**config.mk**
```make
export PLATFORM = sky130hd
export DESIGN_NAME = flash_programmer
export DESIGN_NICKNAME = d
export VERILOG_FILES = /design/src/rtl/flash_programmer.sv
export SDC_FILE = /design/constraint.sdc
export NUM_CORES = 1
export LEC_CHECK = 0
export ABC_AREA = 1
export BUFFER_PORTS_ARGS = -buffer_cell sky130_fd_sc_hd__buf_2
export CORE_AREA = 2 2 111 113
export CTS_CLUSTER_DIAMETER = 60
export DETAILED_ROUTE_END_ITERATION = 6
export DIE_AREA = 0 0 113 115
export HOLD_SLACK_MARGIN = 0.15
export PLACE_DENSITY = 0.72
export SLEW_MARGIN = 20
export SYNTH_ARGS = -nofsm -noshare
export SYNTH_HDL_FRONTEND = slang
export SYNTH_SLANG_ARGS = --single-unit
```
**constraint.sdc**
```tcl
create_clock -name CLK -period 3.1 [get_ports CLK]
set_clock_uncertainty 0.05 [all_clocks]
set_input_delay 0.62 -clock CLK [delete_from_list [all_inputs] [get_ports CLK]]
set_output_delay 0.62 -clock CLK [all_outputs]
set_load 0.02 [all_outputs]
```
**src/rtl/flash_programmer.sv**
```systemverilog
// Avalon-style byte-program / sector-erase engine for a parallel NOR flash.
// Issues the unlock command sequence with registered pin timing, then polls FL_RY.
module flash_programmer #(
    parameter int WE_PULSE_CYCLES   = 4,
    parameter int BUSY_DELAY_CYCLES = 8,
    parameter int TIMEOUT_CYCLES    = 2_500_000
) (
    input  logic        CLK,
    input  logic        RESET,
    input  logic        AVL_WRITE,
    input  logic        AVL_ERASE,
    input  logic [22:0] AVL_ADDR,
    input  logic [7:0]  AVL_WRITEDATA,
    output logic        AVL_WAITREQUEST,
    output logic        AVL_DONE,
    output logic        AVL_ERROR,
    input  logic        FL_RY,
    output logic [22:0] FL_ADDR,
    output logic [7:0]  FL_DQ_OUT,
    output logic        FL_DQ_OE,
    output logic        FL_CE_N,
    output logic        FL_OE_N,
    output logic        FL_WE_N,
    output logic        FL_RESET_N,
    output logic        FL_WP_N
);

    typedef enum logic [2:0] {
        IDLE, SETUP, WE_LOW, HOLD, BUSY_WAIT, POLL, DONE
    } state_t;

    localparam int CYC_MAX = (WE_PULSE_CYCLES > BUSY_DELAY_CYCLES) ? WE_PULSE_CYCLES
                                                                   : BUSY_DELAY_CYCLES;
    localparam int CW = $clog2(CYC_MAX + 1);
    localparam int PW = $clog2(TIMEOUT_CYCLES + 1);
    localparam logic [CW-1:0] WE_LAST   = CW'(WE_PULSE_CYCLES - 1);
    localparam logic [CW-1:0] BUSY_LAST = CW'(BUSY_DELAY_CYCLES - 1);
    localparam logic [PW-1:0] POLL_LAST = PW'(TIMEOUT_CYCLES - 1);

    state_t        state_reg, state_next;
    logic [CW-1:0] cyc_reg, cyc_next;
    logic [PW-1:0] poll_reg, poll_next;
    logic [2:0]    idx_reg, idx_next;
    logic          erase_reg, erase_next;
    logic [22:0]   addr_reg, addr_next;
    logic [7:0]    data_reg, data_next;
    logic          error_reg, error_next;
    logic [22:0]   fl_addr_reg, fl_addr_next;
    logic [7:0]    fl_dq_reg, fl_dq_next;
    logic          fl_we_n_reg, fl_ce_n_reg, fl_dq_oe_reg, done_reg;
    logic          bus_next;
    logic [2:0]    last_idx;

    // Command word {address, data} for bus cycle idx of the selected operation.
    function automatic logic [30:0] bus_word(input logic erase, input logic [2:0] idx,
                                             input logic [22:0] addr, input logic [7:0] data);
        logic [30:0] w;
        w = {addr, data};
        if (erase) begin
            case (idx)
                3'd0:    w = {23'h000AAA, 8'hAA};
                3'd1:    w = {23'h000555, 8'h55};
                3'd2:    w = {23'h000AAA, 8'h80};
                3'd3:    w = {23'h000AAA, 8'hAA};
                3'd4:    w = {23'h000555, 8'h55};
                default: w = {addr, 8'h30};
            endcase
        end else begin
            case (idx)
                3'd0:    w = {23'h000AAA, 8'hAA};
                3'd1:    w = {23'h000555, 8'h55};
                3'd2:    w = {23'h000AAA, 8'hA0};
                default: w = {addr, data};
            endcase
        end
        return w;
    endfunction

    assign last_idx = erase_reg ? 3'd5 : 3'd3;

    always_comb begin
        state_next   = state_reg;
        cyc_next     = cyc_reg;
        poll_next    = poll_reg;
        idx_next     = idx_reg;
        erase_next   = erase_reg;
        addr_next    = addr_reg;
        data_next    = data_reg;
        error_next   = error_reg;
        fl_addr_next = fl_addr_reg;
        fl_dq_next   = fl_dq_reg;

        case (state_reg)
            IDLE: begin
                if (AVL_ERASE || AVL_WRITE) begin
                    erase_next = AVL_ERASE;
                    addr_next  = AVL_ADDR;
                    data_next  = AVL_WRITEDATA;
                    error_next = 1'b0;
                    idx_next   = 3'd0;
                    state_next = SETUP;
                end
            end
            SETUP: begin
                cyc_next   = '0;
                state_next = WE_LOW;
            end
            WE_LOW: begin
                if (cyc_reg == WE_LAST) state_next = HOLD;
                else                    cyc_next   = cyc_reg + CW'(1);
            end
            HOLD: begin
                if (idx_reg == last_idx) begin
                    cyc_next   = '0;
                    state_next = BUSY_WAIT;
                end else begin
                    idx_next   = idx_reg + 3'd1;
                    state_next = SETUP;
                end
            end
            BUSY_WAIT: begin
                if (cyc_reg == BUSY_LAST) begin
                    poll_next  = '0;
                    state_next = POLL;
                end else begin
                    cyc_next = cyc_reg + CW'(1);
                end
            end
            POLL: begin
                // Ready takes priority over a timeout landing on the same cycle.
                if (FL_RY) begin
                    state_next = DONE;
                end else if (poll_reg == POLL_LAST) begin
                    error_next = 1'b1;
                    state_next = DONE;
                end else begin
                    poll_next = poll_reg + PW'(1);
                end
            end
            DONE:    state_next = IDLE;
            default: state_next = IDLE;
        endcase

        // Pin registers are loaded from next-state so they line up with the state they describe.
        if (state_next == SETUP)
            {fl_addr_next, fl_dq_next} = bus_word(erase_next, idx_next, addr_next, data_next);
        bus_next = (state_next == SETUP) || (state_next == WE_LOW) || (state_next == HOLD);
    end

    always_ff @(posedge CLK or negedge RESET) begin
        if (!RESET) begin
            state_reg    <= IDLE;
            cyc_reg      <= '0;
            poll_reg     <= '0;
            idx_reg      <= '0;
            erase_reg    <= 1'b0;
            addr_reg     <= '0;
            data_reg     <= '0;
            error_reg    <= 1'b0;
            fl_addr_reg  <= '0;
            fl_dq_reg    <= '0;
            fl_we_n_reg  <= 1'b1;
            fl_ce_n_reg  <= 1'b1;
            fl_dq_oe_reg <= 1'b0;
            done_reg     <= 1'b0;
        end else begin
            state_reg    <= state_next;
            cyc_reg      <= cyc_next;
            poll_reg     <= poll_next;
            idx_reg      <= idx_next;
            erase_reg    <= erase_next;
            addr_reg     <= addr_next;
            data_reg     <= data_next;
            error_reg    <= error_next;
            fl_addr_reg  <= fl_addr_next;
            fl_dq_reg    <= fl_dq_next;
            fl_we_n_reg  <= (state_next != WE_LOW);
            fl_ce_n_reg  <= !bus_next;
            fl_dq_oe_reg <= bus_next;
            done_reg     <= (state_next == DONE);
        end
    end

    assign AVL_WAITREQUEST = (state_reg != IDLE);
    assign AVL_DONE        = done_reg;
    assign AVL_ERROR       = error_reg;
    assign FL_ADDR         = fl_addr_reg;
    assign FL_DQ_OUT       = fl_dq_reg;
    assign FL_DQ_OE        = fl_dq_oe_reg;
    assign FL_CE_N         = fl_ce_n_reg;
    assign FL_WE_N         = fl_we_n_reg;
    assign FL_OE_N         = 1'b1;
    assign FL_WP_N         = 1'b1;
    assign FL_RESET_N      = RESET;

endmodule

```
# --- After elaboration in Yosys (flattened, before gate mapping) ---
# Index checks and enable logic that the tools add are counted.
classes:
  reduce_logical: 15
  add_sub_neg: 3
  eq_ne: 26
  n_mux: 32
ops:
  columns: ["cell", "count"]
  rows:
  - ["$pmux W31 S3", 2]
  - ["$mux W22", 3]
  - ["$mux W23", 2]
  - ["$pmux W22 S2", 1]
  - ["$mux W31", 1]
  - ["$mux W3", 9]
  - ["$add A22 B1 Y22 const B", 1]
  - ["$eq A22 B22 Y1 const B", 1]
  - ["$eq A3 B2 Y1 const B", 6]
  - ["$pmux W3 S6", 1]
  - ["$mux W8", 2]
  - ["$ne A2 B2 Y1 const B", 8]
  - ["$pmux W4 S4", 1]
  - ["$eq A3 B3 Y1 const B", 4]
  - ["$mux W4", 3]
  - ["$reduce_and A4 Y1", 3]
  - ["$eq A3 B1 Y1 const B", 3]
  - ["$logic_not A3 Y1", 2]
  - ["$pmux W3 S2", 1]
  - ["$mux W1", 5]
  - ["$add A4 B1 Y4 const B", 1]
  - ["$eq A4 B2 Y1 const B", 1]
  - ["$eq A4 B3 Y1 const B", 1]
  - ["$reduce_bool A2 Y1", 2]
  - ["other kinds (9)", 12]
word_totals:
  elab_cells: 90
  input_bits: 36
  out_inout_bits: 40
  ff_bits: 100

# --- Depth between registers and ports, before layout ---
# Gate-level depths: netlist of the first run.
depth:
  depth_word: 8
  mapped_depth: 15
  mapped_depth_nobuf: 15

# --- Worst setup path after synthesis of the first run ---
# Ideal clock, no wire load.
synth_timing:
  kind: "input -> register"
  start: "in AVL_ERASE"
  end: "reg fl_addr_reg[17] (netlist: FL_ADDR[17])"
  setup_time_ns: 0.074
  path_slack_ns: 1.224
  path_stages: 12
  arrival_time_ns: 1.752
  path_cell_list: "nor2_2 > nor2_8 > inv_4 > nand2_1 > nand2_2 > nand2_4 > nand2_4 > nand2_4 > nand2_4 > nand3_2 > buf_6 > o21ai_2"
synth_between:
  elab_chain_len: 7
  word_cells_on_any_way: 20
  cone_classes: "eq/ne: 5; mux: 11; reduce/logical: 4"
synth_rtl:
  columns: ["element", "line", "source"]
  rows:
  - ["start, declared", "11", "input logic AVL_ERASE,"]
  - ["$logic_or A1 B1 Y1", "95", "if (AVL_ERASE || AVL_WRITE) begin"]
  - ["$mux W3", "95", null]
  - ["$pmux W3 S2", "93", "case (state_reg)"]
  - ["$eq A3 B1 Y1 (tied with other cells)", "60, 69", null]
  - ["$reduce_or A2 Y1 (no source line)", null, null]
  - ["$pmux W31 S3", "60", "case (idx)"]
  - ["$mux W31", "59", "if (erase) begin"]
  - ["end signal, assigned", "175", "fl_addr_reg <= fl_addr_next;"]
  - ["end, declared", "48", "logic [22:0] fl_addr_reg, fl_addr_next;"]
# Parallel ways exist; a longest one is shown, timed or not.
# A chain may end at the register's enable or synchronous reset.

# --- Final worst setup path of the first run ---
layout_timing:
  start: "reg state_reg[1]"
  end: "reg fl_addr_reg[12] (netlist: FL_ADDR[12])"
layout_between:
  word_cells_on_any_way: 26
  cone_classes: "eq/ne: 10; mux: 12; reduce/logical: 4"
layout_lines:
  columns: ["element", "line", "source"]
  rows:
  - ["start, declared", "40", "state_t state_reg, state_next;"]
  - ["start signal, assigned", "167", "state_reg <= state_next;"]
  - ["$logic_not A3 Y1", "93", null]
  - ["$mux W1", "93", null]
  - ["named net erase_next", "44", "logic erase_reg, erase_next;"]
  - ["$mux W31", "59", null]
# The timed path passes the listed nets, and every way through them passes these cells.

==> summary.txt, run 1 <==
Yosys
  • Most frequent cells after synthesis: sky130_fd_sc_hd__nand2_1 (181), sky130_fd_sc_hd__dfrtp_1 (98), sky130_fd_sc_hd__nor2_1 (72), sky130_fd_sc_hd__inv_1 (57), sky130_fd_sc_hd__nand3_1 (54)
  • Instance count of the mapped netlist: 646
  • Cells taking the most area after synthesis: sky130_fd_sc_hd__dfrtp_1 (47%), sky130_fd_sc_hd__nand2_1 (13%), sky130_fd_sc_hd__nand3_1 (5.2%), sky130_fd_sc_hd__nor2_1 (5.2%), sky130_fd_sc_hd__inv_1 (4.1%)
  • Most used DFF post-synth: sky130_fd_sc_hd__dfrtp_1
  • Number of unique standard cell types used by synthesis: 39
  • Post-synthesis sequential area ratio: 48.5%
  • Per-instance average area after synthesis: 8.00 sq um
  • Post-synth EDFFs: 0
  • Dominant cell type by area after synthesis: sky130_fd_sc_hd__dfrtp_1
  • Ys Warns: 0
  • Most frequent cell after synthesis: sky130_fd_sc_hd__nand2_1
  • Share of the synthesized area in the top cell type: a little under half
  • Seq cells post-synth: 100
  • Cell area after synthesis: 0.00517 sq mm
  • Post-synthesis async set-or-reset flop share: 100%

Worst hold path
  • Worst min path class: input port to async pin

Timing
  • Post-Route Hold Slack: 272 ps
  • Period utilization: roughly 80%
  • Transition time at the pin with the least slew margin: 704 ps
  • Minimum clock period after layout: approximately 2500 ps
  • Worst-case setup margin in the final layout: between 600 and 700 ps
  • Final count of pins violating max slew: 0
  • Total negative slack for setup checks: 0 ps
  • Relative slew margins: a little over half
  • Final count of negative-setup-slack endpoints: 0
  • Unrepaired setup endpoints after global routing: no
  • Hold Fails Final Rpt: 0
  • Maximum frequency from static timing analysis: roughly 0.4 GHz

Placed design
  • Routability-driven placement congestion ratio: 0.950
  • Worst Setup Slack post-DPL: about 520 ps
  • Port bufs: 73
  • Post-placement cell area: about 0.0057 sq mm
  • HPWL after detailed placement: between 8000 and 9000 um

Layout
  • Fillcell total: between 1000 and 1500
  • Diodes inserted: 0
  • Fraction of layout cells with a size suffix above 1: 21.0%
  • Design area: 0.00594 sq mm
  • Synthesis-to-finish area growth: 14.9%
  • Post-layout net count: 755

Worst setup path
  • Largest fanout on the critical path: 34
  • Required time of the critical path: about 3300 ps
  • R2r setup slk: between 600 and 700 ps
  • Depth of the worst register-to-register path: 8
  • End of the worst register-to-register path: FL_ADDR[12]$_DFFE_PN0P_
  • Master of the slowest instance on the critical path: sky130_fd_sc_hd__dfrtp_1
  • Cell family with most CP delay: simple AND/OR/NAND/NOR gates
  • Worst path most repeated cell: sky130_fd_sc_hd__nand2_4
  • Slowest Stage Delay on Critical Path: about 470 ps
  • Critical path startpoint: state_reg[1]$_DFF_PN0_
  • Critical R2R Launch: state_reg[1]$_DFF_PN0_
  • Buf+Inv Stages, Crit Path: 1
  • Capture point of the worst path: FL_ADDR[12]$_DFFE_PN0P_
  • Worst setup SP type: flop
  • Critical path cell sequence: nor2_4, nand2_4, nor2_8, o21a_2, inv_4, nand2_4, nand3_2, o21ai_0
  • Crit. End Element: flop
  • Arrival time at the worst endpoint: 2710 ps
  • Critical path type: flop to flop
  • WP depth: 8

Power and ir drop
  • Power consumption: about 5900 uW
  • Pwr/cell area: approximately 990 mW/mm^2
  • Combinational Power Share: 48.0%
  • Relative contribution of the clock network to total power: between 15 and 20%
  • Seq pwr share: 34.0%
  • Switching power: 2670 uW
  • Worst VDD drop: 0.600 mV
  • Switching share of power: 45.3%
  • Cell internal pwr: roughly 3200 uW
  • Leakage component of the power: ~0.0029 uW

Clocking
  • Root cell of the clock tree: sky130_fd_sc_hd__clkbuf_16
  • Clock Tree Buf Depth: 2
  • Number of H-tree levels: 3
  • Number of gates resized after cts: 0
  • Later-pin clock latency in the skew report: about 360 ps
  • Number of buffers created by CTS: 9
  • Quantity of hold-fixing buffers added after cts: 0
  • Number of buffers inserted to repair setup after CTS: 0
  • Clock tree from TritonCTS: done
  • Clock transition at the register clock pins on the worst setup and hold paths after CTS: about 70 ps
  • Clock net sink count: 100

Route
  • Mean routed wirelength per cell: roughly 13 um
  • WL final: around 12000 um
  • Total vias in the final route: between 4000 and 5000
  • Number of detailed-routing iterations run before antenna repair: 7
  • DRT antenna net count: 0
  • Via-to-Cell Ratio: around 5.1
  • Count of unresolved DRC violations after routing: 1
  • Count of routing violations after the opening detailed-route iteration: ~230

Floorplanning
  • Die width: between 100 and 150 um
  • Starting utilization of the core area: 43.7%
  • CORE AREA: about 0.012 sq mm
  • Chip Height: between 100 and 150 um
  • DIE AREA: around 0.013 sq mm
  • Number of placement rows: 40
  • Number of primary I/O pins: 76

GRT
  • All-layer global routing usage: around a fifth
  • Maximum number of pins on one net before global-route repair: roughly 100
  • Antenna violations before repair: 0
  • Global route overflow: 0
  • Wire length of the first global-routing pass: between 20000 and 25000 um
  • Number of global-route vias before repair: about 4300

Run status
  • Violations in the final reports: design-rule violations
  • Status: finished with violations

Job
  • Max cap viols: 0
## layout by cell type (no fill, tap or decap), drive strengths merged
master      n
inv        67
a31oi       1
nand4      11
nand3b      2
nand2     191
clkinv      4
a21oi      12
ha          3
o21ai      43
mux2i       2
dfrtp      98
clkinvlp    1
nor2       79
xor2       19
clkbuf      9
nor3b       2
nand3      58
xnor2       1
or2        16
nor3       14
conb        2
o21a        1
buf        77
dfstp       2
nor4        5
## cell families after synthesis
group | count (synthesis) | synth area share (%)
buffers and inverters | 85 | 6.95
multiplexers | 2 | 0.388
AND/OR/NAND/NOR | 378 | 33.6
XOR/XNOR | 20 | 3.39
adder cells (fa/ha/maj) | 3 | 0.727
other | 1 | 0.0726
AO/OA/AOI/OAI | 57 | 6.35
flip-flops | 100 | 48.5
## power by group through the flow
stage	registers (uW)	logic, uW	clock network [uW]
after floorplan	2230	1890	0
after global placement	2010	2760	0
after detailed placement	2030	2860	0
after CTS	2010	2870	1090
after global routing	2060	3210	1140
final	2010	2830	1060
## stage by stage
stage / cells / util, %
after floorplan: 647 / -
after global placement: 852 / 47.9
after detailed placement: 852 / 47.9
after CTS: 867 / 50.3
after global routing: 867 / 50.3
final: 867 / 50.3
## worst min-delay path by stage
stage | startpoint | endpoint | cells after the start
4_1_cts | RESET | poll_reg[5]$_DFFE_PN0P_ | 2
2_1_floorplan | RESET | AVL_DONE$_DFF_PN0_ | 0
3_3_place_gp | addr_reg[10]$_DFF_PN0_ | addr_reg[10]$_DFF_PN0_ | 2
6_report | RESET | poll_reg[5]$_DFFE_PN0P_ | 2
5_1_grt | RESET | poll_reg[7]$_DFFE_PN0P_ | 2
3_5_place_dp | data_reg[1]$_DFF_PN0_ | data_reg[1]$_DFF_PN0_ | 2
## area by class of cell
| class | instances | area, sq um | share of cell area (%) |
|---|---|---|---|
| Clock buffer | 9 | 225 | 3.79 |
| Inverter | 66 | 258 | 4.34 |
| Multi-Input combinational cell | 462 | 2310 | 38.8 |
| Timing Repair Buffer | 77 | 410 | 6.91 |
| Clock inverter | 6 | 50.0 | 0.843 |
| Tap cell | 147 | 184 | 3.10 |
| Sequential cell | 100 | 2500 | 42.2 |
## routing by layer
metal  part of all wire, %  wire length, um  GRT usage, %  vias to the layer above
met5                     0                0             0                        -
met2                    50             5840          32.5                       96
met1                    44             5170          24.4                     2069
met4                   1.8              216          6.50                        0
li1                      -                -             -                     2199
met3                   4.1              475          3.90                       19
Power figures use the tool's default switching activity.
==> run 2, diff against run 1 <==
- PLACE_DENSITY: 0.72 -> 0.74
- clock period: 3.1 -> 2.1 ns (I/O delays scaled with it)
==> run 2 against run 1 <==
Against the previous run: the flow still finishes with violations (design-rule violations); utilization increased by 1.7 points; sequential share of layout area fell by 1.3 points; power is 54% higher; non-clock buffer count up 16; fmax increased by 28%; critical path depth grew 4; critical path type unchanged; critical endpoint is now FL_ADDR[5]$_DFFE_PN0P_.
==> summary.txt, run 2 (synthesized netlist as in run 1, its figures left out) <==
Run status
  • Status: finished with violations (unchanged)
  • Violations in the final reports: design-rule violations (unchanged)

Layout
  • Post-layout net count: 771 (was 755)
  • Multi-input logic area: 0.00232 sq mm (was 0.00231 sq mm)
  • Sequential cell area in the final layout: 0.00250 sq mm (unchanged)
  • Most common cell after layout, fill and taps aside: sky130_fd_sc_hd__nand2_1 (unchanged)
  • Highest-count cells in the layout ignoring fill and taps: sky130_fd_sc_hd__nand2_1 (180), sky130_fd_sc_hd__dfrtp_1 (98), sky130_fd_sc_hd__nor2_1 (72), sky130_fd_sc_hd__buf_2 (72), sky130_fd_sc_hd__inv_1 (56) (was sky130_fd_sc_hd__nand2_1 (181), sky130_fd_sc_hd__dfrtp_1 (98), sky130_fd_sc_hd__nor2_1 (72), sky130_fd_sc_hd__buf_2 (72), sky130_fd_sc_hd__inv_1 (57))
  • Diodes inserted: 0 (unchanged)
  • Fillcell total: 1122 (was 1153)
  • Fraction of layout cells with a size suffix above 1: 23.2% (was 21.0%)
  • Synthesis-to-finish area growth: 18.7% (was 14.9%)
  • Design area: 0.00613 sq mm (was 0.00594 sq mm)

Worst setup path
  • Largest fanout on the critical path: 8 (was 34)
  • Master of the slowest instance on the critical path: sky130_fd_sc_hd__dfrtp_1 (unchanged)
  • Arrival time at the worst endpoint: 2120 ps (was 2710 ps)
  • Worst setup SP type: flop (unchanged)
  • Critical path cell sequence: nor2_4, nand2_4, nor2_8, inv_4, nand2_1, nand2_2, nand2_4, nand2_1, nand3_1, nand2_1, nor2_4, a21oi_1 (was nor2_4, nand2_4, nor2_8, o21a_2, inv_4, nand2_4, nand3_2, o21ai_0)
  • Slowest Stage Delay on Critical Path: 450 ps (was 470 ps)
  • Critical path startpoint: state_reg[1]$_DFF_PN0_ (unchanged)
  • R2r setup slk: 160 ps (was 610 ps)
  • End of the worst register-to-register path: FL_ADDR[5]$_DFFE_PN0P_ (was FL_ADDR[12]$_DFFE_PN0P_)
  • Capture point of the worst path: FL_ADDR[5]$_DFFE_PN0P_ (was FL_ADDR[12]$_DFFE_PN0P_)
  • Depth of the worst register-to-register path: 12 (was 8)
  • Crit. End Element: flop (unchanged)
  • Critical R2R Launch: state_reg[1]$_DFF_PN0_ (unchanged)
  • Worst path most repeated cell: sky130_fd_sc_hd__nand2_1 (was sky130_fd_sc_hd__nand2_4)
  • Critical path type: flop to flop (unchanged)
  • Required time of the critical path: 2290 ps (was 3320 ps)

Clocking
  • Clock transition at the register clock pins on the worst setup and hold paths after CTS: 70 ps (about the same)
  • Clock net sink count: 100 (unchanged)
  • Number of buffers created by CTS: 9 (unchanged)
  • Number of H-tree levels: 3 (unchanged)
  • Root cell of the clock tree: sky130_fd_sc_hd__clkbuf_16 (unchanged)
  • Clock Tree Buf Depth: 2 (unchanged)
  • Clock tree from TritonCTS: done (unchanged)
  • Later-pin clock latency in the skew report: 350 ps (was 360 ps)
  • Number of buffers inserted to repair setup after CTS: 0 (unchanged)

Route
  • Via-to-Cell Ratio: 4.97 (was 5.06)
  • Number of detailed-routing iterations run before antenna repair: 7 (unchanged)
  • DRT antenna net count: 0 (unchanged)
  • WL final: 11900 um (was 11700 um)
  • Mean routed wirelength per cell: 13.4 um (was 13.5 um)
  • Count of unresolved DRC violations after routing: 2 (was 1)
  • Count of routing violations after the opening detailed-route iteration: 258 (was 226)
  • Total vias in the final route: 4393 (was 4383)

Floorplanning
  • Chip Height: 115 um (unchanged)
  • Die width: 113 um (unchanged)
  • Number of primary I/O pins: 76 (unchanged)
  • Number of placement rows: 40 (unchanged)
  • DIE AREA: 0.0130 sq mm (unchanged)
  • Starting utilization of the core area: 43.7% (unchanged)
  • CORE AREA: 0.0118 sq mm (unchanged)

Power and ir drop
  • Switching share of power: 44.9% (was 45.3%)
  • Combinational Power Share: 48.9% (was 48.0%)
  • Seq pwr share: 32.6% (was 34.0%)
  • Relative contribution of the clock network to total power: 18.6% (was 18.0%)
  • Worst VDD drop: 1.02 mV (was 0.600 mV)
  • Leakage component of the power: 0.00303 uW (was 0.00293 uW)
  • Pwr/cell area: 1480 mW/mm^2 (was 994 mW/mm^2)
  • Cell internal pwr: 5010 uW (was 3230 uW)
  • Switching power: 4070 uW (was 2670 uW)

GRT
  • Global Route met3 Usage: 3.95% (was 3.90%)
  • Global-route track usage on met2: 30.1% (was 32.5%)
  • Wire length of the first global-routing pass: 20100 um (was 20000 um)
  • Number of global-route vias before repair: 4177 (was 4304)
  • Maximum number of pins on one net before global-route repair: 101 (unchanged)
  • All-layer global routing usage: 19.3% (was 19.1%)
  • Global route overflow: 0 (unchanged)
  • Global-route met1 utilization: 26.9% (was 24.4%)
  • Most Crowded Layer GR: met2 (unchanged)
  • Antenna violations before repair: 0 (unchanged)

Placed design
  • Routability-driven placement congestion ratio: 0.897 (was 0.950)
  • Post-placement cell area: 0.00580 sq mm (was 0.00566 sq mm)
  • Port bufs: 73 (unchanged)
  • HPWL after detailed placement: 8440 um (was 8520 um)

Timing
  • Relative slew margins: 63.6% (was 52.9%)
  • Transition time at the pin with the least slew margin: 546 ps (was 704 ps)
  • Minimum clock period after layout: 1940 ps (was 2490 ps)
  • Hold Fails Final Rpt: 0 (unchanged)
  • Period utilization: 92.4% (was 80.3%)
  • Final count of negative-setup-slack endpoints: 0 (unchanged)
  • Unrepaired setup endpoints after global routing: no (unchanged)
  • Total negative slack for setup checks: 0 ps (unchanged)
  • Final count of pins violating max slew: 0 (unchanged)
  • Maximum frequency from static timing analysis: 0.516 GHz (was 0.402 GHz)

Worst hold path
  • Worst min path class: input port to flop (was input port to async pin)

Job
  • Max cap viols: 0 (unchanged)
-- run 2: cell types whose count changed in the layout (fill, tap and decap cells not counted), moves of 2 or more --
cell	delta
sky130_fd_sc_hd__buf_4	+12
sky130_fd_sc_hd__buf_12	+2
sky130_fd_sc_hd__inv_6	+2
sky130_fd_sc_hd__o21ai_0	-2
-- run 2: area by class of cell --
cell class,count,share of cell area (%)
Sequential cell,100,40.8
Multi-Input combinational cell,462,37.9
Timing Repair Buffer,93,9.16
Inverter,66,4.20
Clock buffer,10,3.90
Tap cell,147,3.00
Clock inverter,6,1.02
-- run 2: worst min-delay path by stage --
| stage | startpoint | endpoint | slack, ps | cells after the start |
|---|---|---|---|---|
| CTS | AVL_ADDR[5] | addr_reg[5]$_DFF_PN0_ | 230 | 3 |
| finish | AVL_ADDR[10] | addr_reg[10]$_DFF_PN0_ | 240 | 3 |
| global placement | data_reg[7]$_DFF_PN0_ | data_reg[7]$_DFF_PN0_ | 400 | 2 |
| detailed placement | addr_reg[5]$_DFF_PN0_ | addr_reg[5]$_DFF_PN0_ | 410 | 2 |
| global route | AVL_WRITEDATA[7] | data_reg[7]$_DFF_PN0_ | 240 | 3 |
| floorplan | RESET | AVL_DONE$_DFF_PN0_ | 70 | 0 |
-- run 2: metal layers --
layer,share of wire (%),vias up
met5,0,-
met3,4.5,20
met4,1.7,0
li1,-,2224
met2,47,95
met1,47,2054
-- run 2: power groups by stage --
| stage | registers (uW) | clock network, uW | logic, uW |
|---|---|---|---|
| 3_5_place_dp | 2980 | 0 | 4410 |
| 3_3_place_gp | 2960 | 0 | 4300 |
| 4_1_cts | 2960 | 1730 | 4420 |
| 2_1_floorplan | 3290 | 0 | 2790 |
| 5_1_grt | 3020 | 1800 | 5000 |
| 6_report | 2960 | 1690 | 4440 |
-- run 2: worst max-delay path, delay by kind of cell (launching register included) --
kind                   cells  cell delay, ps
buffers and inverters      1              70
AO/OA/AOI/OAI              1             100
AND/OR/NAND/NOR           10            1140
flip-flops                 1             450
-- run 2: metrics by stage --
step / instances / worst slack, ps / total power, uW / util (%) / hold slack [ps]
after global placement: 867 / 147 / 7270 / 49.1 / 404
after CTS: 884 / 61.7 / 9110 / 51.7 / 226
final: 884 / 160 / 9080 / 51.9 / 238
after floorplan: 647 / 318 / 6080 / - / 74.4
after global routing: 884 / 2.57 / 9810 / 51.9 / 239
after detailed placement: 867 / 69.0 / 7390 / 49.1 / 410
-- run 2: timing repair --
item	CTS	global route
hold buffers	1	0
resized for setup	0	8
hold endpoints to repair	98	0
setup endpoints to repair	0	31
==> run 3, diff against run 2 <==
- CORE_AREA: 2 2 111 113 -> 2 2 106 118
- CTS_CLUSTER_DIAMETER: 60 -> 200
- DIE_AREA: 0 0 113 115 -> 0 0 108 120
- PLACE_DENSITY: 0.74 -> 0.75
==> run 3 against run 2 <==
Against the previous run: the flow now finishes without violations; register-to-register slack hardly changed; power shrank 0.75%; sequential cell count is the same; critical endpoint is now poll_reg[15]$_DFFE_PN0P_; die area fell by 0.27%; utilization fell by 0.12 points; critical path type unchanged.
==> summary.txt, run 3 (synthesized netlist as in run 1, its figures left out) <==
Run status
  • Status: finished clean (was finished with violations)

Clocking
  • Clock Tree Buf Depth: 2 (unchanged)
  • Clock tree from TritonCTS: done (unchanged)
  • Later-pin clock latency in the skew report: 360 ps (was 350 ps)
  • Root cell of the clock tree: sky130_fd_sc_hd__clkbuf_16 (unchanged)
  • Clock transition at the register clock pins on the worst setup and hold paths after CTS: 80 ps (was 70 ps)
  • Number of buffers created by CTS: 9 (unchanged)
  • Clock net sink count: 100 (unchanged)
  • Number of H-tree levels: 3 (unchanged)

Worst setup path
  • Critical path cell sequence: inv_1, nor3_1, nand2_1, nor3b_1, xor2_1, nor2_1, nand2_1, o21ai_1 (was nor2_4, nand2_4, nor2_8, inv_4, nand2_1, nand2_2, nand2_4, nand2_1, nand3_1, nand2_1, nor2_4, a21oi_1)
  • Master of the slowest instance on the critical path: sky130_fd_sc_hd__dfrtp_1 (unchanged)
  • Critical path type: flop to flop (unchanged)
  • Worst setup SP type: flop (unchanged)
  • Slowest Stage Delay on Critical Path: 430 ps (was 450 ps)
  • Arrival time at the worst endpoint: 2120 ps (about the same)
  • Required time of the critical path: 2280 ps (was 2290 ps)
  • Worst path most repeated cell: sky130_fd_sc_hd__nand2_1 (unchanged)
  • Largest fanout on the critical path: 6 (was 8)
  • Crit. End Element: flop (unchanged)

Floorplanning
  • Number of placement rows: 42 (was 40)
  • Number of primary I/O pins: 76 (unchanged)
  • Starting utilization of the core area: 43.7% (about the same)
  • DIE AREA: 0.0130 sq mm (about the same)
  • CORE AREA: 0.0118 sq mm (about the same)
  • Chip Height: 120 um (was 115 um)
  • Die width: 108 um (was 113 um)

Worst hold path
  • Worst min path class: input port to flop (unchanged)

Job
  • Max cap viols: 0 (unchanged)

Route
  • DRT antenna net count: 0 (unchanged)
  • Count of routing violations after the opening detailed-route iteration: 259 (was 258)
  • Count of unresolved DRC violations after routing: 0 (was 2)
  • Via-to-Cell Ratio: 4.93 (was 4.97)
  • WL final: 11900 um (about the same)
  • Mean routed wirelength per cell: 13.3 um (was 13.4 um)
  • Number of detailed-routing iterations run before antenna repair: 5 (was 7)
  • Total vias in the final route: 4390 (was 4393)

GRT
  • Global route overflow: 0 (unchanged)
  • Antenna violations before repair: 0 (unchanged)
  • All-layer global routing usage: 19.6% (was 19.3%)
  • Number of global-route vias before repair: 4231 (was 4177)
  • Maximum number of pins on one net before global-route repair: 101 (unchanged)
  • Wire length of the first global-routing pass: 20200 um (was 20100 um)

Placed design
  • Worst Setup Slack post-DPL: 78.4 ps (was 69.0 ps)
  • Post-placement cell area: 0.00580 sq mm (about the same)
  • HPWL after detailed placement: 8680 um (was 8440 um)
  • Port bufs: 73 (unchanged)
  • Routability-driven placement congestion ratio: 0.902 (was 0.897)

Layout
  • Synthesis-to-finish area growth: 18.6% (was 18.7%)
  • Fillcell total: 1122 (unchanged)
  • Fraction of layout cells with a size suffix above 1: 23.2% (unchanged)
  • Post-layout util: 51.8% (was 51.9%)
  • Diodes inserted: 0 (unchanged)
  • Post-layout net count: 771 (unchanged)
  • Most common cell after layout, fill and taps aside: sky130_fd_sc_hd__nand2_1 (unchanged)
  • Design area: 0.00613 sq mm (about the same)
  • Highest-count cells in the layout ignoring fill and taps: sky130_fd_sc_hd__nand2_1 (181), sky130_fd_sc_hd__dfrtp_1 (98), sky130_fd_sc_hd__nor2_1 (72), sky130_fd_sc_hd__buf_2 (72), sky130_fd_sc_hd__inv_1 (56) (was sky130_fd_sc_hd__nand2_1 (180), sky130_fd_sc_hd__dfrtp_1 (98), sky130_fd_sc_hd__nor2_1 (72), sky130_fd_sc_hd__buf_2 (72), sky130_fd_sc_hd__inv_1 (56))

Timing
  • Minimum clock period after layout: 1940 ps (about the same)
  • Total negative slack for setup checks: 0 ps (unchanged)
  • Final count of pins violating max slew: 0 (unchanged)
  • Worst-case setup margin in the final layout: 161 ps (was 160 ps)
  • Transition time at the pin with the least slew margin: 565 ps (was 546 ps)
  • Final count of negative-setup-slack endpoints: 0 (unchanged)
  • Period utilization: 92.3% (was 92.4%)
  • Hold Fails Final Rpt: 0 (unchanged)
  • Post-Route Hold Slack: 234 ps (was 238 ps)
  • Relative slew margins: 62.3% (was 63.6%)
  • Maximum frequency from static timing analysis: 0.516 GHz (about the same)

Power and ir drop
  • Pwr/cell area: 1470 mW/mm^2 (was 1480 mW/mm^2)
  • Leakage component of the power: 0.00301 uW (was 0.00303 uW)
  • Worst VDD drop: 0.858 mV (was 1.02 mV)
-- run 3: power by group --
| group | total, uW | switching [uW] | internal [uW] | leakage, uW |
|---|---|---|---|---|
| registers | 2950 | 314 | 2630 | 0.00125 |
| clock network | 1640 | 786 | 858 | 0.000138 |
| logic | 4420 | 2940 | 1480 | 0.00162 |
| total | 9010 | 4040 | 4970 | 0.00301 |
-- run 3: final cells by class --
type	instances	area, sq um	share of cell area [%]
Sequential cell	100	2500	40.9
Multi-Input combinational cell	462	2330	38.0
Timing Repair Buffer	93	546	8.91
Inverter	66	262	4.27
Clock buffer	10	239	3.90
Tap cell	154	193	3.15
Clock inverter	6	52.6	0.858
-- run 3: final timing paths --
kind                                          from                  endpoint  slack, ps  cells after the start
max                        poll_reg[3]$_DFFE_PN0P_  poll_reg[15]$_DFFE_PN0P_        160                      8
min                                    AVL_ADDR[9]     addr_reg[9]$_DFF_PN0_        230                      3
max reg2reg                poll_reg[3]$_DFFE_PN0P_  poll_reg[15]$_DFFE_PN0P_        160                      8
min reg2reg                  data_reg[5]$_DFF_PN0_     data_reg[5]$_DFF_PN0_        420                      2
max in group asynchronous                    RESET  poll_reg[11]$_DFFE_PN0P_        900                      3
min in group asynchronous                    RESET   FL_ADDR[21]$_DFFE_PN0P_        630                      3
-- run 3: per-layer routing --
layer,global-route usage (%),share of wire [%]
met4,5.85,1.5
met1,26.5,46
met5,0,0
met3,3.97,4.2
met2,31.9,49
-- run 3: worst max-delay path, delay by kind of cell, from the launching register on --
kind                      cells  cell delay [ps]
AOI/OAI and AO/OA             1               60
and+or+nand+nor               5              960
DFF                           1              430
buffers and inverters         1              150
xor gates and xnor gates      1              170
-- run 3: metrics by stage --
step | std cells | power, uW
after floorplan | 647 | 6080
after global placement | 874 | 7260
after detailed placement | 874 | 7370
after CTS | 891 | 9040
after global routing | 891 | 9750
final | 891 | 9010
-- run 3: repair_timing --
| action | 4_1_cts | 5_1_grt |
|---|---|---|
| hold buffers | 1 | 0 |
| hold endpoints to repair | 98 | 0 |
| gates resized for setup | 0 | 9 |
| setup buffers | 0 | 0 |
| endpoints found under the setup margin | 0 | 26 |
